## src/rtl/mem_arb_pkg.sv

```systemverilog
// Shared types for the memory port arbiter.
//  arb_state_e : access sequencer states
//  arb_owner_e : which requester owns the outstanding read
//  LAT_CNT_W   : width of the read latency counter (READ_LAT up to 2**LAT_CNT_W)
package mem_arb_pkg;

  localparam int unsigned LAT_CNT_W = 4;

  typedef enum logic [1:0] {
    ARB_IDLE,
    ARB_RD_WAIT,
    ARB_RESP
  } arb_state_e;

  typedef enum logic [1:0] {
    OWN_NONE,
    OWN_IF,
    OWN_DM
  } arb_owner_e;

endpackage

```

## src/rtl/mem_port_arbiter_if.sv

```systemverilog
// Bundle of fetch, data-path and memory signals around the arbiter.
//  master : requesters plus memory (drives requests and mem_rdata)
//  slave  : the arbiter (drives grants, responses and memory command)
interface mem_port_arbiter_if #(
  parameter int unsigned ADDR_W = 8,
  parameter int unsigned DATA_W = 32
);

  logic              if_req;
  logic [ADDR_W-1:0] if_addr;
  logic              if_gnt;
  logic              if_rvalid;
  logic [DATA_W-1:0] if_rdata;

  logic              dm_req;
  logic              dm_we;
  logic [ADDR_W-1:0] dm_addr;
  logic [DATA_W-1:0] dm_wdata;
  logic              dm_gnt;
  logic              dm_rvalid;
  logic [DATA_W-1:0] dm_rdata;

  logic              mem_en;
  logic              mem_wen;
  logic [ADDR_W-1:0] mem_addr;
  logic [DATA_W-1:0] mem_wdata;
  logic [DATA_W-1:0] mem_rdata;

  logic              busy;

  modport master (
    output if_req, if_addr,
    input  if_gnt, if_rvalid, if_rdata,
    output dm_req, dm_we, dm_addr, dm_wdata,
    input  dm_gnt, dm_rvalid, dm_rdata,
    input  mem_en, mem_wen, mem_addr, mem_wdata,
    output mem_rdata,
    input  busy
  );

  modport slave (
    input  if_req, if_addr,
    output if_gnt, if_rvalid, if_rdata,
    input  dm_req, dm_we, dm_addr, dm_wdata,
    output dm_gnt, dm_rvalid, dm_rdata,
    output mem_en, mem_wen, mem_addr, mem_wdata,
    input  mem_rdata,
    output busy
  );

endinterface

```

## src/rtl/mem_arb_starve_ctr.sv

```systemverilog
// Saturating count of fetch arbitrations lost in a row.
//  clk, clr   : clock, async active-high reset
//  arb_en_i   : arbitration is possible this cycle (IDLE/RESP)
//  if_req_i   : fetch is requesting
//  if_gnt_i   : fetch was granted this cycle
//  force_if_o : fetch has waited MAX_WAIT times and must win next
module mem_arb_starve_ctr #(
  parameter int unsigned MAX_WAIT = 3
) (
  input  logic clk,
  input  logic clr,
  input  logic arb_en_i,
  input  logic if_req_i,
  input  logic if_gnt_i,
  output logic force_if_o
);

  localparam int unsigned CNT_W = $clog2(MAX_WAIT + 1);

  logic [CNT_W-1:0] cnt_q;

  // Holds its value outside arbitration cycles so RD_WAIT does not count as a loss.
  always_ff @(posedge clk or posedge clr) begin
    if (clr) begin
      cnt_q <= '0;
    end else if (if_gnt_i) begin
      cnt_q <= '0;
    end else if (arb_en_i && if_req_i && (cnt_q != CNT_W'(MAX_WAIT))) begin
      cnt_q <= cnt_q + CNT_W'(1);
    end
  end

  assign force_if_o = (cnt_q == CNT_W'(MAX_WAIT));

endmodule

```

## src/rtl/mem_port_arbiter.sv

```systemverilog
// Shares one single-port memory between instruction fetch and load/store.
//  clk  : clock, rising edge
//  clr  : async active-high reset; drops any access in flight
//  bus  : slave side of mem_port_arbiter_if (fetch, data, memory, busy)
// Grants and the memory command are combinational from the winner; responses
// (rvalid/rdata) and busy come from registers.
module mem_port_arbiter
  import mem_arb_pkg::*;
#(
  parameter int unsigned ADDR_W   = 8,
  parameter int unsigned DATA_W   = 32,
  parameter int unsigned READ_LAT = 1,
  parameter int unsigned MAX_WAIT = 3
) (
  input  logic              clk,
  input  logic              clr,
  mem_port_arbiter_if.slave bus
);

  arb_state_e           state_q;
  arb_owner_e           owner_q;
  logic [LAT_CNT_W-1:0] lat_cnt_q;
  logic                 if_rvalid_q;
  logic                 dm_rvalid_q;
  logic [DATA_W-1:0]    if_rdata_q;
  logic [DATA_W-1:0]    dm_rdata_q;

  logic arb_en;
  logic force_if;
  logic dm_win;
  logic if_win;

  // Arbitration: data wins unless fetch has been starved; gated by clr so
  // every output reads 0 while reset is asserted.
  always_comb begin
    arb_en = 1'b0;
    dm_win = 1'b0;
    if_win = 1'b0;
    arb_en = !clr && ((state_q == ARB_IDLE) || (state_q == ARB_RESP));
    dm_win = arb_en && bus.dm_req && !(force_if && bus.if_req);
    if_win = arb_en && bus.if_req && !dm_win;
  end

  mem_arb_starve_ctr #(
    .MAX_WAIT (MAX_WAIT)
  ) u_starve_ctr (
    .clk        (clk),
    .clr        (clr),
    .arb_en_i   (arb_en),
    .if_req_i   (bus.if_req),
    .if_gnt_i   (if_win),
    .force_if_o (force_if)
  );

  // Access sequencer: grant -> (RD_WAIT x READ_LAT) -> RESP, or grant -> RESP for stores.
  always_ff @(posedge clk or posedge clr) begin
    if (clr) begin
      state_q     <= ARB_IDLE;
      owner_q     <= OWN_NONE;
      lat_cnt_q   <= '0;
      if_rvalid_q <= 1'b0;
      dm_rvalid_q <= 1'b0;
      if_rdata_q  <= '0;
      dm_rdata_q  <= '0;
    end else begin
      if_rvalid_q <= 1'b0;
      dm_rvalid_q <= 1'b0;
      case (state_q)
        ARB_RD_WAIT: begin
          if (lat_cnt_q == '0) begin
            // Last latency edge: mem_rdata is valid now.
            state_q <= ARB_RESP;
            if (owner_q == OWN_IF) begin
              if_rdata_q  <= bus.mem_rdata;
              if_rvalid_q <= 1'b1;
            end else begin
              dm_rdata_q  <= bus.mem_rdata;
              dm_rvalid_q <= 1'b1;
            end
          end else begin
            lat_cnt_q <= lat_cnt_q - LAT_CNT_W'(1);
          end
        end
        default: begin
          // IDLE and RESP both arbitrate; RESP may chain straight into a new access.
          if (dm_win && bus.dm_we) begin
            state_q     <= ARB_RESP;
            owner_q     <= OWN_DM;
            dm_rvalid_q <= 1'b1;
          end else if (dm_win) begin
            state_q   <= ARB_RD_WAIT;
            owner_q   <= OWN_DM;
            lat_cnt_q <= LAT_CNT_W'(READ_LAT - 1);
          end else if (if_win) begin
            state_q   <= ARB_RD_WAIT;
            owner_q   <= OWN_IF;
            lat_cnt_q <= LAT_CNT_W'(READ_LAT - 1);
          end else begin
            state_q <= ARB_IDLE;
            owner_q <= OWN_NONE;
          end
        end
      endcase
    end
  end

  assign bus.if_gnt    = if_win;
  assign bus.dm_gnt    = dm_win;
  assign bus.mem_en    = if_win || dm_win;
  assign bus.mem_wen   = dm_win && bus.dm_we;
  assign bus.mem_addr  = dm_win ? bus.dm_addr : (if_win ? bus.if_addr : ADDR_W'(0));
  assign bus.mem_wdata = dm_win ? bus.dm_wdata : DATA_W'(0);

  assign bus.if_rvalid = if_rvalid_q;
  assign bus.if_rdata  = if_rdata_q;
  assign bus.dm_rvalid = dm_rvalid_q;
  assign bus.dm_rdata  = dm_rdata_q;
  assign bus.busy      = (state_q != ARB_IDLE);

endmodule

```

## src/flat_wrapper.sv

```systemverilog
// flat-port wrapper written by rule: the top's interface ports become plain ports
module mem_port_arbiter_flat import mem_arb_pkg::*;
#(
  parameter int unsigned ADDR_W   = 8,
  parameter int unsigned DATA_W   = 32,
  parameter int unsigned READ_LAT = 1,
  parameter int unsigned MAX_WAIT = 3
)
  (clk, clr, bus_if_req, bus_if_addr, bus_if_gnt, bus_if_rvalid, bus_if_rdata, bus_dm_req, bus_dm_we, bus_dm_addr, bus_dm_wdata, bus_dm_gnt, bus_dm_rvalid, bus_dm_rdata, bus_mem_en, bus_mem_wen, bus_mem_addr, bus_mem_wdata, bus_mem_rdata, bus_busy);
  mem_port_arbiter_if #(.ADDR_W(ADDR_W), .DATA_W(DATA_W)) bus_i ();
  input  logic clk;
  input  logic clr;
  input wire logic [$bits(bus_i.if_req)-1:0] bus_if_req;
  input wire logic [$bits(bus_i.if_addr)-1:0] bus_if_addr;
  output wire logic [$bits(bus_i.if_gnt)-1:0] bus_if_gnt;
  output wire logic [$bits(bus_i.if_rvalid)-1:0] bus_if_rvalid;
  output wire logic [$bits(bus_i.if_rdata)-1:0] bus_if_rdata;
  input wire logic [$bits(bus_i.dm_req)-1:0] bus_dm_req;
  input wire logic [$bits(bus_i.dm_we)-1:0] bus_dm_we;
  input wire logic [$bits(bus_i.dm_addr)-1:0] bus_dm_addr;
  input wire logic [$bits(bus_i.dm_wdata)-1:0] bus_dm_wdata;
  output wire logic [$bits(bus_i.dm_gnt)-1:0] bus_dm_gnt;
  output wire logic [$bits(bus_i.dm_rvalid)-1:0] bus_dm_rvalid;
  output wire logic [$bits(bus_i.dm_rdata)-1:0] bus_dm_rdata;
  output wire logic [$bits(bus_i.mem_en)-1:0] bus_mem_en;
  output wire logic [$bits(bus_i.mem_wen)-1:0] bus_mem_wen;
  output wire logic [$bits(bus_i.mem_addr)-1:0] bus_mem_addr;
  output wire logic [$bits(bus_i.mem_wdata)-1:0] bus_mem_wdata;
  input wire logic [$bits(bus_i.mem_rdata)-1:0] bus_mem_rdata;
  output wire logic [$bits(bus_i.busy)-1:0] bus_busy;
  assign bus_i.if_req = bus_if_req;
  assign bus_i.if_addr = bus_if_addr;
  assign bus_if_gnt = bus_i.if_gnt;
  assign bus_if_rvalid = bus_i.if_rvalid;
  assign bus_if_rdata = bus_i.if_rdata;
  assign bus_i.dm_req = bus_dm_req;
  assign bus_i.dm_we = bus_dm_we;
  assign bus_i.dm_addr = bus_dm_addr;
  assign bus_i.dm_wdata = bus_dm_wdata;
  assign bus_dm_gnt = bus_i.dm_gnt;
  assign bus_dm_rvalid = bus_i.dm_rvalid;
  assign bus_dm_rdata = bus_i.dm_rdata;
  assign bus_mem_en = bus_i.mem_en;
  assign bus_mem_wen = bus_i.mem_wen;
  assign bus_mem_addr = bus_i.mem_addr;
  assign bus_mem_wdata = bus_i.mem_wdata;
  assign bus_i.mem_rdata = bus_mem_rdata;
  assign bus_busy = bus_i.busy;
  mem_port_arbiter #(.ADDR_W(ADDR_W), .DATA_W(DATA_W), .READ_LAT(READ_LAT), .MAX_WAIT(MAX_WAIT)) u_core (.clk(clk), .clr(clr), .bus(bus_i));
endmodule
```

## config.mk

```make
export PLATFORM = sky130hd
export DESIGN_NAME = mem_port_arbiter_flat
export DESIGN_NICKNAME = d
export VERILOG_FILES = /design/src/rtl/mem_arb_pkg.sv /design/src/rtl/mem_port_arbiter_if.sv /design/src/rtl/mem_arb_starve_ctr.sv /design/src/rtl/mem_port_arbiter.sv /design/src/flat_wrapper.sv
export SDC_FILE = /design/constraint.sdc
export NUM_CORES = 1
export LEC_CHECK = 0
export ABC_CLOCK_PERIOD_IN_PS = 2500
export BUFFER_PORTS_ARGS = -buffer_cell sky130_fd_sc_hd__clkbuf_2
export CAP_MARGIN = 20
export CORE_AREA = 2 2 89 99
export CTS_CLUSTER_SIZE = 40
export DETAILED_ROUTE_END_ITERATION = 7
export DIE_AREA = 0 0 91 101
export GPL_ROUTABILITY_DRIVEN = 0
export GPL_TIMING_DRIVEN = 0
export HOLD_SLACK_MARGIN = 0.03
export PLACE_DENSITY = 0.76
export SLEW_MARGIN = 20
export SYNTH_ARGS = -nofsm -noshare
export SYNTH_HDL_FRONTEND = slang
export SYNTH_SLANG_ARGS = --single-unit
```

## constraint.sdc

```tcl
create_clock -name clk -period 2.5 [get_ports clk]
set_input_delay 0.125 -clock clk [delete_from_list [all_inputs] [get_ports clk]]
set_output_delay 0.125 -clock clk [all_outputs]
set_load 0.005 [all_outputs]
```

Word-level counts from Yosys, hierarchy flattened
Index checks and enable logic that the tools add are counted.
{"block": "op_classes", "order_cmp": 0, "bitwise_logic": 1, "mul": 0, "add_sub_neg": 2, "n_reduce_logical": 21, "shifts": 0, "n_mux": 24, "eq_ne": 8, "div_mod_pow": 0}
{"cell": "$mux W32", "count": 1}
{"cell": "$mux W4", "count": 5}
{"cell": "$mux W2", "count": 8}
{"cell": "$mux W8", "count": 2}
{"cell": "$reduce_and A3 Y1", "count": 3}
{"cell": "$logic_and A1 B1 Y1", "count": 8}
{"cell": "$mux W1", "count": 8}
{"cell": "$eq A2 B1 Y1 const B", "count": 2}
{"cell": "$eq A2 B2 Y1 const B", "count": 2}
{"cell": "$logic_not A4 Y1", "count": 1}
{"cell": "$ne A2 B1 Y1 const B", "count": 2}
{"cell": "$ne A2 B2 Y1 const B", "count": 2}
{"cell": "$reduce_bool A2 Y1", "count": 2}
{"cell": "$sub A4 B1 Y4 const B", "count": 1}
{"cell": "$logic_not A1 Y1", "count": 3}
{"cell": "$reduce_bool A3 Y1", "count": 1}
{"cell": "$add A2 B1 Y2 const B", "count": 1}
{"cell": "$logic_not A2 Y1", "count": 1}
{"cell": "$logic_or A1 B1 Y1", "count": 2}
{"cell": "$not A1 Y1", "count": 1}
{"block": "totals", "mem_bits_ro": 0, "word_cells": 64, "out_inout_bits": 111, "latch_bits": 0, "memories": 0, "ramBits": 0, "regBits": 76}

Longest topological paths before layout
Gate-level depths: netlist (run 1).
{"block": "depth", "word_depth": 11, "ltp_mapped": 7, "mapped_depth_nobuf": 6}

Cells and area by module
Synthesis (run 1) repeated with hierarchy kept, for this count alone.
{"block": "unflattened", "hier_cells": 250, "area_unflattened_um2": 3433.3}
{"mod": "mem_port_arbiter", "area_per_inst_um2": 3310.7, "instances": 1, "cells_per_inst": 239, "seq_area_each_um2": 1851.8}
{"mod": "mem_arb_starve_ctr", "area_per_inst_um2": 122.6, "instances": 1, "cells_per_inst": 11, "seq_area_each_um2": 50.0}

Worst setup path before layout (run 1)
No wires, ideal clock.
{"block": "synth_path", "path_kind": "flip-flop to flip-flop", "from": "register u_core.lat_cnt_q[0]", "to": "register u_core.dm_rdata_q[10] (netlist: u_core.bus.dm_rdata[10])", "t_required_ps": 2375, "stages_incl_launch_ff": 8, "setup_slack_ps": 570, "t_arrival_ps": 1805, "path_cell_list": "dfrtp_1 > inv_1 > ha_1 > or3b_4 > nor3b_4 > o21ai_2 > buf_6 > mux2_2"}
{"block": "synth_between", "elab_chain_cells": 2}
{"item": "from (decl)", "line_no": "mem_port_arbiter.sv:22", "source": "logic [LAT_CNT_W-1:0] lat_cnt_q;"}
{"item": "from (signal assigned)", "line_no": "mem_port_arbiter.sv:81", "source": "lat_cnt_q <= lat_cnt_q - LAT_CNT_W'(1);"}
{"item": "from (signal assigned)", "line_no": "mem_port_arbiter.sv:93", "source": "lat_cnt_q <= LAT_CNT_W'(READ_LAT - 1);"}
{"item": "from (signal assigned)", "line_no": "mem_port_arbiter.sv:97", "source": "lat_cnt_q <= LAT_CNT_W'(READ_LAT - 1);"}
{"item": "$logic_not A4 Y1", "line_no": "mem_port_arbiter.sv:70", "source": "if (lat_cnt_q == '0) begin"}
{"item": "$reduce_and A3 Y1 (no source line)"}
{"item": "to (signal assigned)", "line_no": "mem_port_arbiter.sv:77", "source": "dm_rdata_q <= bus.mem_rdata;"}
{"item": "to (decl)", "line_no": "mem_port_arbiter.sv:26", "source": "logic [DATA_W-1:0] dm_rdata_q;"}
Every way passes these cells.
A chain may end at the register's enable or synchronous reset.

Final worst setup path (run 1)
{"block": "layout_path", "from": "input port clr", "to": "output port bus_mem_wdata[2]"}
{"block": "layout_between", "elab_chain_cells": 5}
{"item": "from (decl)", "line_no": "flat_wrapper.sv:12", "source": "input logic clr;"}
{"item": "$logic_not A1 Y1 (no source line)"}
{"item": "$logic_and A1 B1 Y1", "line_no": "mem_port_arbiter.sv:39", "source": "arb_en = !clr && ((state_q == ARB_IDLE) || (state_q == ARB_RESP));"}
{"item": "$logic_and A1 B1 Y1 (2 in a row)", "line_no": "mem_port_arbiter.sv:40", "source": "dm_win = arb_en && bus.dm_req && !(force_if && bus.if_req);"}
{"item": "$mux W32", "line_no": "mem_port_arbiter.sv:112", "source": "assign bus.mem_wdata = dm_win ? bus.dm_wdata : DATA_W'(0);"}
{"item": "to (decl)", "line_no": "flat_wrapper.sv:28", "source": "output wire logic [$bits(bus_i.mem_wdata)-1:0] bus_mem_wdata;"}
Every way passes these cells.

==> reports/summary.txt, run 1 <==
Die area: 0.00919 sq mm
Number of top-level pins: 196
Die W: 91 um
Mapped Area: 0.00336 sq mm
ANT cells: 0
Pwr Density: 1030 mW/mm^2
YS warnings: 0
Ys flop type: dfrtp_1
Syn Inst Count: 259
Initial drt markers: 53
Actual slew at the worst max-slew pin: 0.407 ns
Rows: 35
Final setup vio count: 0
Post-synth cell types: 31
DRT Pass-1 Iters: 4
Initial antenna violation count: 0
Synthesized flop and latch total: 76
Post-Layout Cell Count: 611
Fillers: 670
Status: finished clean
Worst min-delay path endpoint: u_core.bus.dm_rdata[30]
Die height: 101 um
CTS buffer count: 9
Hold Fails Final Rpt: 0
DRC Markers: 0
Worst-skew pair later-pin latency: 0.34 ns
Sequential area share after synthesis: 56.6%
Total number of vias: 2831
Final min period: 2.27 ns
MaxCap Viol Count: 0
Total Nets Final: 583
Area grow syn2layout: 49.5%
Top post-synthesis cells by area: dfrtp_1, mux2_2, and2_1
Final period utilization: 91.0%
Core area: 0.00823 sq mm
Grt total ovfl: 0
Hold slack: 0.0498 ns
Max Freq: 0.440 GHz
RSZ-0062 raised after global routing: no
Max Slew Vio Count: 0
Hold Path Class: in2reg
Clk slew on worst S/H paths: 0.08 ns
Top cell type's share of synthesized area: 56.6%
First-pass GRT wire length: 13600 um
R2R depth: 7
WS Path Type: in2out
Reg2reg setup slack: 0.39 ns
Starting Density: 40.8%
Layout Skew: 0.0107 ns
Crit-path max FO: 10
Async set or reset register ratio after synthesis: 100%
Vias per cell: 4.63
CTS max path bufs: 2
Most frequent cell after synthesis: dfrtp_1
CTS tree: built
All-layer global routing usage: 19.0%
FF-to-FF Start: u_core.lat_cnt_q[0]
Htree depth: 3
EDFF count, synth: 0
CP Launch Type: primary input
Syn_area_per_cell: 13.0 sq um
Req. time, crit path: 2.38 ns
Worst Hold Depth: 2
Share of cells above drive strength 1: 58.6%
Min-delay src: bus_mem_rdata[30]
Routed Antenna Nets: 0
VDD IR max: 0.298 mV
Largest net degree at the start of global routing: 57
Leak: 2.62 nW
Clock root buffer: clkbuf_8
Vias in the first global route: 2847
Detailed placement HPWL: 6500 um
Detailed Route WL: 8520 um
Worst endpoint data arrival time: 2.15 ns
Total power: 5.18 mW
Clk sinks: 76
R2r endpoint: u_core.bus.dm_rdata[22]
Number of port buffers: 195
Crit. End Element: output port
Max_slew headroom: 72.9%
WL/cell: 13.9 um
Most instantiated cells after synthesis: dfrtp_1, mux2_2, and2_1
Cell taking the most area after synthesis: dfrtp_1
Syn nets: 346
Cells after DPL: 566
-- where the power goes --
part / total (mW) / internal (mW) / switching (mW)
Sequential: 2.17 / 1.84 / 0.327
Combinational: 2.01 / 1.18 / 0.827
Clock: 1.00 / 0.558 / 0.443
-- per-stage QoR --
step	TNS [ns]	instance area (sq um)	utilization, %	worst slack, ns
2_1_floorplan	0	3360	-	0.437
3_3_place_gp	-33.16	4470	54.3	-0.442
3_5_place_dp	0	4500	54.7	0.354
6_report	0	5020	61.0	0.226
4_1_cts	0	4990	60.7	0.0767
5_1_grt	0	5020	61.0	0.0855
-- per-layer routing --
layer  GRT usage [%]  share of wire, %  vias up
li1                -                 -     1355
met1            21.0                38     1316
met2            35.0                53      148
met3            4.49               7.5       12
met4            7.58               1.6        0
met5               0                 0        -
-- layout by cell type, fill, tap and decap left out, types with 4 or more instances in the layout --
master,n
nand2_1,20
dfrtp_1,76
clkbuf_1,4
dlygate4sd3_1,30
clkbuf_8,9
o21ai_0,11
nor2_1,5
inv_1,6
mux2_2,65
and2_1,33
buf_6,6
clkbuf_2,196
-- cell type report --
type	count	area (sq um)	share of cell area [%]
timing repair buffer	226	1300	26.0
sequential	76	1900	37.9
buffer	13	96.3	1.92
multi-input combinational	163	1340	26.7
tap	111	139	2.77
clock inverter	6	87.6	1.74
inverter	7	28.8	0.573
clock buffer	9	124	2.47
-- how the worst max path moves through the flow --
stage,startpoint,end,cells past startpoint
floorplan,clr,u_core.bus.dm_rdata[0],1
global placement,clr,u_core.bus.if_rdata[17],2
detailed placement,u_core.lat_cnt_q[0],u_core.bus.if_rdata[9],7
CTS,clr,bus_mem_addr[1],8
global route,clr,bus_mem_wdata[17],8
finish,clr,bus_mem_wdata[2],8
-- logic make-up (layout without fill, tap and decap cells) --
family	after synthesis	in the layout	share of synthesized area [%]
simple gates	70	70	12.1
flops	76	76	56.6
fa+ha+maj	2	2	0.745
buf+inv	20	261	3.61
mux	67	67	22.4
compound gates	24	24	4.55
-- state kept, by name, summed over array words and instances (netlist names) --
signal,flops
u_core.bus.dm_rdata,32
u_core.bus.dm_rvalid,1
u_core.bus.if_rdata,32
u_core.bus.if_rvalid,1
u_core.lat_cnt_q,4
u_core.owner_q,2
u_core.state_q,2
u_core.u_starve_ctr.cnt_q,2
-- timing repair --
action                                 4_1_cts  5_1_grt
hold buffers                                28        2
setup endpoints to repair                    0       24
endpoints found under the hold margin       68        2
resized for setup                            0        3
setup buffers                                0        0
-- worst max-delay path: stages --
cell and delay, ns:
dlygate4sd3_1 0.54, clkbuf_2 0.15, or2_2 0.27, clkbuf_1 0.19
nor2_4 0.25, clkbuf_1 0.27, and2_1 0.22, clkbuf_2 0.13
(Power assumes the default switching activity.)
==> run 2, diff against run 1 <==
Settings changed: CORE_AREA 2 2 89 99 to 2 2 87 97, DIE_AREA 0 0 91 101 to 0 0 89 99, PLACE_DENSITY 0.76 to 0.79.
==> run 2 against run 1 <==
Effect of this change:
- clock skew is 0.00076 ns higher
- count of clock-buffer cells in the layout is 1 higher
- die area down 4.1%
- critical path type unchanged
==> reports/summary.txt, run 2 (same netlist as run 1, synthesis figures left out) <==
Status: finished clean (unchanged)
Crit. End Element: output port (unchanged)
Worst endpoint data arrival time: 2.14 ns (was 2.15 ns)
Grt total ovfl: 0 (unchanged)
R2R depth: 7 (unchanged)
Largest stage delay, worst path: 0.53 ns (was 0.54 ns)
Crit-path max FO: 10 (unchanged)
Commonest cells after routing, fill and taps aside: clkbuf_2, dfrtp_1, mux2_2 (unchanged)
Reg2reg setup slack: 0.34 ns (was 0.39 ns)
Rows: 34 (was 35)
Storage cell area: 0.00190 sq mm (unchanged)
Vias in the first global route: 2930 (was 2847)
Number of port buffers: 195 (unchanged)
DRC Markers: 0 (unchanged)
Fillers: 651 (was 670)
Final instance area: 0.00497 sq mm (was 0.00502 sq mm)
Worst path slowest cell: dlygate4sd3_1 (unchanged)
Pwr Density: 1030 mW/mm^2 (about the same)
VDD IR max: 0.336 mV (was 0.298 mV)
Worst-skew pair later-pin latency: 0.34 ns (about the same)
Clk sinks: 76 (unchanged)
Switching share of power: 32.2% (was 30.8%)
Total power: 5.14 mW (was 5.18 mW)
Clock root buffer: clkbuf_8 (unchanged)
Total number of vias: 2888 (was 2831)
Critical Path, Cell by Cell: dlygate4sd3_1 -> clkbuf_2 -> or2_2 -> clkbuf_1 -> nor2_4 -> clkbuf_1 -> o21ai_0 -> clkbuf_2 (was dlygate4sd3_1 -> clkbuf_2 -> or2_2 -> clkbuf_1 -> nor2_4 -> clkbuf_1 -> and2_1 -> clkbuf_2)
DRT Pass-1 Iters: 4 (unchanged)
Clk pwr share: 17.5% (was 19.3%)
Hold Fails Final Rpt: 0 (unchanged)
CTS max path bufs: 2 (unchanged)
Starting Density: 42.9% (was 40.8%)
Die area: 0.00881 sq mm (was 0.00919 sq mm)
CTS buffer count: 9 (unchanged)
Worst Setup SP: clr (unchanged)
Share of cells above drive strength 1: 58.5% (was 58.6%)
All-layer global routing usage: 22.4% (was 19.0%)
Layout Skew: 0.0114 ns (was 0.0107 ns)
Cell area after placement: 0.00450 sq mm (about the same)
Area grow syn2layout: 48.1% (was 49.5%)
Req. time, crit path: 2.38 ns (about the same)
WS Path Type: in2out (unchanged)
Detailed placement HPWL: 7720 um (was 6500 um)
ANT cells: 0 (unchanged)
Final WS setup: 0.233 ns (was 0.226 ns)
WL/cell: 16.4 um (was 13.9 um)
Max_slew headroom: 67.6% (was 72.9%)
Leak: 2.60 nW (was 2.62 nW)
Routed Antenna Nets: 0 (unchanged)
Clk slew on worst S/H paths: 0.07 ns (was 0.08 ns)
First-pass GRT wire length: 14600 um (was 13600 um)
Htree depth: 3 (unchanged)
Initial antenna violation count: 0 (unchanged)
Commonest non-fill, non-tap cell in the layout: clkbuf_2 (unchanged)
Area taken by multi-input logic gates: 0.00134 sq mm (unchanged)
Die height: 99 um (was 101 um)
CTS tree: built (unchanged)
Switching power: 1.66 mW (was 1.60 mW)
Actual slew at the worst max-slew pin: 0.486 ns (was 0.407 ns)
Setup crit end: bus_mem_addr[0] (was bus_mem_wdata[2])
Detailed Route WL: 9970 um (was 8520 um)
MaxCap Viol Count: 0 (unchanged)
Hold Path Class: in2reg (unchanged)
Max Freq: 0.441 GHz (was 0.440 GHz)
Number of top-level pins: 196 (unchanged)
Vias per cell: 4.76 (was 4.63)
Largest net degree at the start of global routing: 48 (was 57)
Internal: 3.48 mW (was 3.58 mW)
Final period utilization: 90.7% (was 91.0%)
Final min period: 2.27 ns (about the same)
CP Launch Type: primary input (unchanged)
RSZ-0062 raised after global routing: no (unchanged)
R2r endpoint: u_core.bus.dm_rdata[13] (was u_core.bus.dm_rdata[22])
Logic pwr share: 40.0% (was 38.7%)
Flop pwr share: 42.4% (was 41.9%)
Max Slew Vio Count: 0 (unchanged)
FF-to-FF Start: u_core.lat_cnt_q[0] (unchanged)
Die W: 89 um (was 91 um)
Dpl ws: 0.330 ns (was 0.354 ns)
Initial drt markers: 46 (was 53)
Final setup vio count: 0 (unchanged)
Total Nets Final: 581 (was 583)
Core area: 0.00783 sq mm (was 0.00823 sq mm)
## run 2: cell count changes in the layout (fill, tap and decap cells not counted), sizes merged
cell / change
clkinv: +1
clkbuf: +1
bufinv: -1
dlygate4sd3: -2
## run 2: cell type report
cell class | count | area share (%)
Inverter | 7 | 0.578
Multi-Input combinational cell | 163 | 26.9
Clock buffer | 10 | 2.57
Tap cell | 108 | 2.72
Sequential cell | 76 | 38.2
Clock inverter | 6 | 1.26
Timing Repair Buffer | 224 | 25.8
Buffer | 13 | 1.91
## run 2: power groups by stage
stage               clock (mW)  sequential, mW  combinational (mW)
finish                   0.901            2.18                2.06
global route             0.980            2.25                2.28
CTS                      0.922            2.17                2.08
detailed placement           0            2.19                2.04
global placement             0            2.15                1.95
floorplan                    0            2.20                1.03
## run 2: routing by layer
metal	global-route usage, %	up-vias	routed length, um
li1	-	1347	-
met1	22.4	1360	3360
met2	40.1	166	5180
met3	9.80	15	1240
met4	8.61	0	185
met5	0	-	0
## run 2: what timing repair did
item,in CTS,in global routing
gates resized for setup,0,1
buffers inserted,0,0
endpoints found under the hold margin,75,0
setup endpoints to repair,0,23
hold buffers,28,0
## run 2: worst min path at each step
| stage | startpoint | to | depth (start not counted) |
|---|---|---|---|
| after floorplan | bus_dm_we | u_core.state_q[0] | 1 |
| after global routing | bus_mem_rdata[6] | u_core.bus.dm_rdata[6] | 2 |
| after global placement | bus_mem_rdata[22] | u_core.bus.dm_rdata[22] | 2 |
| final | bus_mem_rdata[6] | u_core.bus.dm_rdata[6] | 2 |
| after CTS | bus_mem_rdata[18] | u_core.bus.dm_rdata[18] | 2 |
| after detailed placement | clr | u_core.lat_cnt_q[2] | 2 |
## run 2: worst max-delay path: cells and delay by family
| family | cells | cell delay, ns |
|---|---|---|
| buf+inv | 5 | 1.31 |
| simple gates | 2 | 0.54 |
| compound gates | 1 | 0.17 |
## run 2: metrics by stage
stage	hold slack, ns	std cells	setup TNS (ns)	util (%)
2_1_floorplan	0.244	259	0	-
3_3_place_gp	0.371	562	-29.42	57.1
3_5_place_dp	0.182	563	0	57.5
4_1_cts	0.0312	607	0	63.5
5_1_grt	0.0360	607	0	63.6
6_report	0.0539	607	0	63.6
